**src/rtl/sync_dp_ram_param.sv**
```systemverilog
// ---------------------------------------------------------------------------
// sync_dp_ram_param
//
// Parametrised single-clock simple dual-port RAM: one write port and one
// registered read port. A synchronous reset starts a hardware clear sequencer
// that writes CLEAR_VALUE into every location, one word per cycle, while
// o_busy is high. Strobes are ignored during the clear.
//
// Optional feature macro: SYNC_DP_RAM_BYPASS_EN
//   defined   -> write-first: a same-address read/write returns i_data_in
//   undefined -> read-first : a same-address read/write returns the old word
//
// Parameters:
//   RAM_WIDTH   data word width (>= 1)
//   RAM_DEPTH   number of words (>= 2, need not be a power of two)
//   ADDR_WIDTH  address width, 2**ADDR_WIDTH >= RAM_DEPTH
//   CLEAR_VALUE word written everywhere during clear, returned for
//               out-of-range reads
//
// Ports:
//   i_clk       clock, rising edge
//   i_rst       synchronous active-high reset, restarts the clear sequence
//   i_wr_en     write strobe
//   i_wr_addr   write address
//   i_data_in   write data
//   i_rd_en     read strobe
//   i_rd_addr   read address
//   o_data_out  registered read data (holds when no read)
//   o_rd_valid  o_data_out was updated by a read on the last edge
//   o_busy      clear sequence in progress
// ---------------------------------------------------------------------------
module sync_dp_ram_param #(
    parameter int                   RAM_WIDTH   = 16,
    parameter int                   RAM_DEPTH   = 8,
    parameter int                   ADDR_WIDTH  = 3,
    parameter logic [RAM_WIDTH-1:0] CLEAR_VALUE = '0
) (
    input  logic                  i_clk,
    input  logic                  i_rst,
    input  logic                  i_wr_en,
    input  logic [ADDR_WIDTH-1:0] i_wr_addr,
    input  logic [RAM_WIDTH-1:0]  i_data_in,
    input  logic                  i_rd_en,
    input  logic [ADDR_WIDTH-1:0] i_rd_addr,
    output logic [RAM_WIDTH-1:0]  o_data_out,
    output logic                  o_rd_valid,
    output logic                  o_busy
);

    localparam logic [ADDR_WIDTH-1:0] LP_LAST_ADDR = ADDR_WIDTH'(RAM_DEPTH - 1);
    localparam logic [ADDR_WIDTH:0]   LP_DEPTH     = (ADDR_WIDTH + 1)'(RAM_DEPTH);

    typedef enum logic {
        CLEAR = 1'b0,
        READY = 1'b1
    } state_t;

    state_t                r_state;
    state_t                w_nextState;
    logic [ADDR_WIDTH-1:0] r_clrPtr;
    logic [RAM_WIDTH-1:0]  r_mem [RAM_DEPTH];
    logic [RAM_WIDTH-1:0]  r_dataOut;
    logic                  r_rdValid;

    logic                  w_busy;
    logic                  w_clrLast;
    logic                  w_wrInRange;
    logic                  w_rdInRange;
    logic                  w_wrAccept;
    logic                  w_rdAccept;
    logic [RAM_WIDTH-1:0]  w_rdData;
`ifdef SYNC_DP_RAM_BYPASS_EN
    logic                  w_collide;
`endif

    // Addresses at or beyond RAM_DEPTH only exist for non-power-of-two
    // depths; the extra leading zero keeps the compare unsigned and exact.
    assign w_clrLast   = (r_clrPtr == LP_LAST_ADDR);
    assign w_wrInRange = ({1'b0, i_wr_addr} < LP_DEPTH);
    assign w_rdInRange = ({1'b0, i_rd_addr} < LP_DEPTH);
    assign w_wrAccept  = (r_state == READY) && i_wr_en && w_wrInRange;
    assign w_rdAccept  = (r_state == READY) && i_rd_en;

`ifdef SYNC_DP_RAM_BYPASS_EN
    // A dropped (out-of-range) write never forwards, so the bypass only
    // fires when the write will actually land in the array.
    assign w_collide = i_wr_en && w_wrInRange && (i_wr_addr == i_rd_addr);
`endif

    // State register: reset always restarts the clear, even mid-clear.
    always_ff @(posedge i_clk) begin
        if (i_rst) begin
            r_state <= CLEAR;
        end else begin
            r_state <= w_nextState;
        end
    end

    // Next-state and busy decode. Busy falls on the same edge that writes
    // the last word, because the state leaves CLEAR on that edge.
    always_comb begin
        w_nextState = r_state;
        w_busy      = 1'b0;
        case (r_state)
            CLEAR: begin
                w_busy = 1'b1;
                if (w_clrLast) begin
                    w_nextState = READY;
                end
            end
            READY: begin
                w_nextState = READY;
            end
            default: begin
                w_nextState = CLEAR;
            end
        endcase
    end

    // Clear pointer stops at the last address instead of wrapping, so it
    // can never index past the array for non-power-of-two depths.
    always_ff @(posedge i_clk) begin
        if (i_rst) begin
            r_clrPtr <= '0;
        end else if ((r_state == CLEAR) && !w_clrLast) begin
            r_clrPtr <= r_clrPtr + 1'b1;
        end
    end

    // Storage array: the clear sequencer owns the write port while busy;
    // any access presented together with reset is discarded.
    always_ff @(posedge i_clk) begin
        if (!i_rst) begin
            if (r_state == CLEAR) begin
                r_mem[r_clrPtr] <= CLEAR_VALUE;
            end else if (w_wrAccept) begin
                r_mem[i_wr_addr] <= i_data_in;
            end
        end
    end

    // Read data selection, including the collision policy and the
    // CLEAR_VALUE response for addresses outside the array.
    always_comb begin
        w_rdData = CLEAR_VALUE;
        if (w_rdInRange) begin
            w_rdData = r_mem[i_rd_addr];
`ifdef SYNC_DP_RAM_BYPASS_EN
            if (w_collide) begin
                w_rdData = i_data_in;
            end
`endif
        end
    end

    // Registered read port: data holds between reads, valid is a one-cycle
    // flag per accepted read.
    always_ff @(posedge i_clk) begin
        if (i_rst) begin
            r_dataOut <= '0;
            r_rdValid <= 1'b0;
        end else if (w_rdAccept) begin
            r_dataOut <= w_rdData;
            r_rdValid <= 1'b1;
        end else begin
            r_rdValid <= 1'b0;
        end
    end

    assign o_data_out = r_dataOut;
    assign o_rd_valid = r_rdValid;
    assign o_busy     = w_busy;

endmodule

```
**config.mk**
```make
export PLATFORM = sky130hd
export DESIGN_NAME = sync_dp_ram_param
export DESIGN_NICKNAME = d
export VERILOG_FILES = /design/src/rtl/sync_dp_ram_param.sv
export SDC_FILE = /design/constraint.sdc
export NUM_CORES = 1
export LEC_CHECK = 0
export CAP_MARGIN = 20
export CORE_ASPECT_RATIO = 0.7
export CORE_MARGIN = 4
export CORE_UTILIZATION = 40
export DETAILED_ROUTE_END_ITERATION = 8
export MAX_ROUTING_LAYER = met4
export PLACE_DENSITY = 0.63
export SLEW_MARGIN = 40
export SYNTH_ARGS = -nofsm -noshare
export SYNTH_HDL_FRONTEND = slang
export SYNTH_SLANG_ARGS = --single-unit
```
**constraint.sdc**
```tcl
create_clock -name i_clk -period 2.84 [get_ports i_clk]
set_input_delay 0.284 -clock i_clk [delete_from_list [all_inputs] [get_ports i_clk]]
set_output_delay 0.284 -clock i_clk [all_outputs]
set_load 0.05 [all_outputs]
```
Word-level counts from Yosys, hierarchy flattened. Memory sizes are Yosys's and may differ from the RTL's. A register that Yosys moved wholly into a read port is not among the register bits. Cells that the tools add are included.

Register bits: 5. Latch bits: 0. Bits in writable memories: 128. Bits in read-only memories: 0. Input bits: 26. Output and inout port bits: 18. Word-level logic and storage cells: 25. Memories kept: 1.

Memory list: r_mem (depth 8, bits a word 16, rd ports 1, clocked after Yosys merged registers in 1, write ports 1, RTL line 61) `logic [RAM_WIDTH-1:0] r_mem [RAM_DEPTH];`.

Add/subtract/negate cells: 1. $mul: 0. Div/mod/pow operators: 0. Magnitude comparators: 0. Equal/unequal tests: 1. Shifts and indexed selects: 0. Mux-type cells: 13. Bitwise operators: 1. Reduce and logical (&&, ||, !) cells: 5.

Operators with widths (count): 2-to-1 mux 16 bit (1); OR reduction 16 bit (1); 2-to-1 mux 1 bit (10); adder 3 x 1 -> 3 bit, second input constant (1); equality test 3 bit, second input constant (1); logical AND 1 bit (3); 2-to-1 mux 3 bit (1); case mux 1 bit (2 select lines) (1); logical NOT 1 bit (1); NOT 1 bit (1).

Depth between registers and ports, before layout.
Depth after elaboration: 7. Depth in mapped cells: 6. Depth with buffers taken out: 5.

Worst setup path before layout. No wires, ideal clock.

Path kind: register to register. Start: reg r_state. End: mem r_mem[1][0] (enable). Setup time: 0.388 ns. Arrival: 1.762 ns. Data required time: 2.452 ns. Setup slack: 0.690 ns. Cell stages (with the launch flop): 6. Buffers on the path: 1. Clock period less this slack: 2.150 ns. Path through: dfxtp_1 buf_4 inv_1 nand2_1 a21o_1 nor2_1.

Elaborated cells on any way between the ends: 11. Those cells by class: mux: 9; reduce/logical: 2.

RTL lines: from (decl) (RTL line 58) `state_t r_state;`; from (signal assigned) (RTL line 95) `r_state <= w_nextState;`; 2-to-1 mux 1 bit; named net o_busy (RTL line 47) `output logic o_busy`; 2-to-1 mux 1 bit (RTL line 133) `if (!i_rst) begin`; 2-to-1 mux 1 bit (implied by the code) (RTL line 135) `r_mem[r_clrPtr] <= CLEAR_VALUE;`; 2-to-1 mux 1 bit (no source line); to (decl) (RTL line 61).

The timed path passes the listed nets, and every way through them passes these cells.

Worst setup path after layout.
Start: reg r_state. End: out o_busy.

Cells in the longest elaborated chain, start to end: 1.

Ends and longest elaborated chain: 2-to-1 mux 1 bit (RTL line 104) `case (r_state)`; to (decl) (RTL line 47).

No other way between the ends.

==> metrics.md <==
| Metric | Value |
|---|---|
| DRC | 0 |
| Pleak | 2.47 nW |
| Chip width | 154 um |
| Initial Utilization | 0.409 |
| Setup ws final | 859 ps |
| Dpl ws | 601 ps |
| Number of synthesized register bits | 149 |
| Crit path max-delay family | buffers and inverters |
| Synth Instances | 378 |
| Reg2reg start | r_state$_SDFF_PP0_ |
| Vias in the first global route | 3274 |
| PortBufs | 43 |
| Die height | 110 um |
| Pwr dens | 684 mW/mm2 |
| HP Class | reg2reg |
| Met1 wire length | 5550 um |
| Worst slew pin tran | 622 ps |
| Clock Skews | 6.74 ps |
| Hold Slack | 527 ps |
| RSZ-0062 raised after global routing | false |
| Critical hold path startpoint | o_data_out[12]$_SDFFE_PP0P_ |
| CTS buffer count | 17 |
| Core Footprint | 0.0147 mm2 |
| EDFF count, synth | 128 |
| Max_slew headroom | 0.585 |
| Ports | 44 |
| DP HPWL | 7450 um |
| Worst Path Buf+Inv | 2 |
| WP data required | 2560 ps |
| Adder-cell share of the synthesized area | 0.00417 |
| Max Fanout on Critical Path | 10 |
| Asr flop ratio synth | 0 |
| Final setup violation count | 0 |
| Hold_buf cts | 0 |
| Crit path launch type | register |
| First-pass DRT Iterations | 4 |
| Setup Fix Bufs, Post-CTS | 0 |
| Max IR drop VDD | 0.436 mV |
| Top sig layer | met4 |
| Yosys warns | 0 |
| Clk buf depth | 2 |
| Fin. max-slew vios | 0 |
| Nets | 466 |
| Critical Path Start | r_state$_SDFF_PP0_ |
| CP max-delay cell | clkdlybuf4s50_1 |
| Post-synth net total | 406 |
| Met3 WL | 705 um |
| Synth Area per Inst | 15.9 um2 |
| Cell variety after synth | 31 |
| Post-DRT Antenna Nets | 0 |
| Synth Area in XOR/XNOR | 0.00146 |
| Antenna violations before repair | 0 |
| Worst path cell trace | inv_1, clkdlybuf4s50_1 |
| Total Wirelength | 12300 um |
| Final Cycle Share | 0.698 |
| Post-layout util | 0.493 |
| CP endpoint kind | output port |
| Fin crit period | 1980 ps |
| Largest net degree at the start of global routing | 35 |
| DR vias | 3339 |
| Final hold violations | 0 |
| Sum of negative setup slack | 0 ps |
| Global route total overflow | 0 |
| Post-cts resize count | 0 |
| Max Cap Viol | 0 |
| Arrival time at the worst endpoint | 1700 ps |
| Primary FF master, synth | edfxtp_1 |
| Post-synthesis mux area share | 0.107 |
| Clk root buf | clkbuf_16 |
| Iter 0 DRT Violations | 204 |
| Mapped cell area | 0.00600 mm2 |
| Total Power | 0.00494 W |
| # rows | 37 |
| Met2 wire length | 5810 um |
| First-pass GRT wire length | 18800 um |
| Register area share after synthesis | 0.711 |
| Drt wl/cell | 19.0 um |
| Fill cells | 1205 |
| Via-to-Cell Ratio | 5.17 |
| Clk_lat worst skew | 420 ps |
| Max Freq | 505 MHz |
| Crit path largest cell delay | 800 ps |
| CTS clk-pin slew, worst paths | 60 ps |
| CTS H-tree depth | 4 |
| Simple-Gate Fraction of Synth Area | 0.0772 |
| Largest family of logic cells by synthesized area | multiplexers |
| Type of the worst setup path | reg2out |
| CTS tree | yes |
| Die area | 0.0170 mm2 |
| Syn-to-layout area delta | 20.6% |
| Synth Area in Compound Gates | 0.0632 |
| Proportion of layout cells with a drive suffix above 1 | 0.157 |
| Status | complete, no violations |
| Gr usage total | 0.153 |
| Routability congestion estimate from global placement | 0.742 |
| Clock sinks | 149 |
| Antenna Cells | 0 |
[power breakdown]
| part | switching (W) | internal (W) |
|---|---|---|
| Clock | 0.000865 | 0.00136 |
| Sequential | 0.0000213 | 0.00243 |
| Combinational | 0.000151 | 0.000115 |
| Total | 0.00104 | 0.00391 |
[logic make-up after synthesis]
group,after synthesis
adders and majority gates,2
buffers and inverters,26
DFF,149
muxes,64
and+or+nand+nor,78
AOI/OAI and AO/OA,58
xor gates and xnor gates,1
[cell type report]
| type | count | area, um2 | share of cell area |
|---|---|---|---|
| repair buffers | 64 | 598 | 0.0827 |
| multi-input cells | 203 | 1520 | 0.210 |
| well taps | 195 | 244 | 0.0337 |
| inverters | 3 | 11.3 | 0.00156 |
| flip-flops and latches | 149 | 4260 | 0.590 |
| clock buffers | 21 | 470 | 0.0651 |
| clock inverters | 11 | 124 | 0.0171 |
[routing by layer]
metal  GRT usage  vias to the layer above
li1            -                     1568
met1       0.206                     1671
met2       0.228                       83
met3      0.0403                       17
met4      0.0482                        0
met5           -                        -
[Yosys cell counts (4+ instances only)]
library cell / instances / area, um2
a21oi_1: 18 / 90.1
a22oi_1: 32 / 240
a31oi_1: 4 / 25.0
and2_1: 18 / 113
buf_2: 7 / 35.0
buf_4: 4 / 30.0
dfxtp_1: 21 / 420
edfxtp_1: 128 / 3840
mux2i_1: 64 / 641
nand2_1: 6 / 22.5
nor2_1: 29 / 109
nor3_2: 16 / 160
[path summary, 6_finish.rpt]
| check | end | slack [ps] | depth (start not counted) |
|---|---|---|---|
| worst max-delay path | o_busy | 860 | 2 |
| worst min-delay path | o_data_out[12]$_SDFFE_PP0P_ | 530 | 2 |
| worst max register to register | r_mem[5][11]$_DFFE_PP_ | 880 | 4 |
| worst min register to register | o_data_out[12]$_SDFFE_PP0P_ | 530 | 2 |
[worst register-to-register path: stages, from the launching register on]
cell     delay, ps
dfxtp_1        480
and3b_1        550
a31oi_1        200
nor2_1         130
buf_4          290
[cells in the final DEF, fill, tap and decap left out, types with 2 or more instances in the layout]
cell type / instances
edfxtp_1: 128
mux2i_1: 64
clkdlybuf4s50_1: 42
a22oi_1: 32
nor2_1: 29
buf_4: 21
dfxtp_1: 21
and2_1: 18
a21oi_1: 18
clkbuf_16: 17
nor3_2: 16
nand2_1: 5
a31oi_1: 4
inv_1: 3
clkinv_2: 3
clkbuf_8: 3
clkinvlp_4: 3
nor3b_1: 2
nor2b_1: 2
o21ai_0: 2
ha_1: 2
bufinv_16: 2
inv_6: 2
[registers in the layout (all words and copies together) (netlist names)]
signal	flops
o_rd_valid	1
r_mem	128
r_state	1
o_data_out	16
r_clrPtr	3
[stage by stage]
step	cells	area, um2
3_5_place_dp	614	6640
6_report	646	7230
3_3_place_gp	614	6630
4_1_cts	646	7230
5_1_grt	646	7230
2_1_floorplan	378	6000
(Power assumes the default switching activity.)
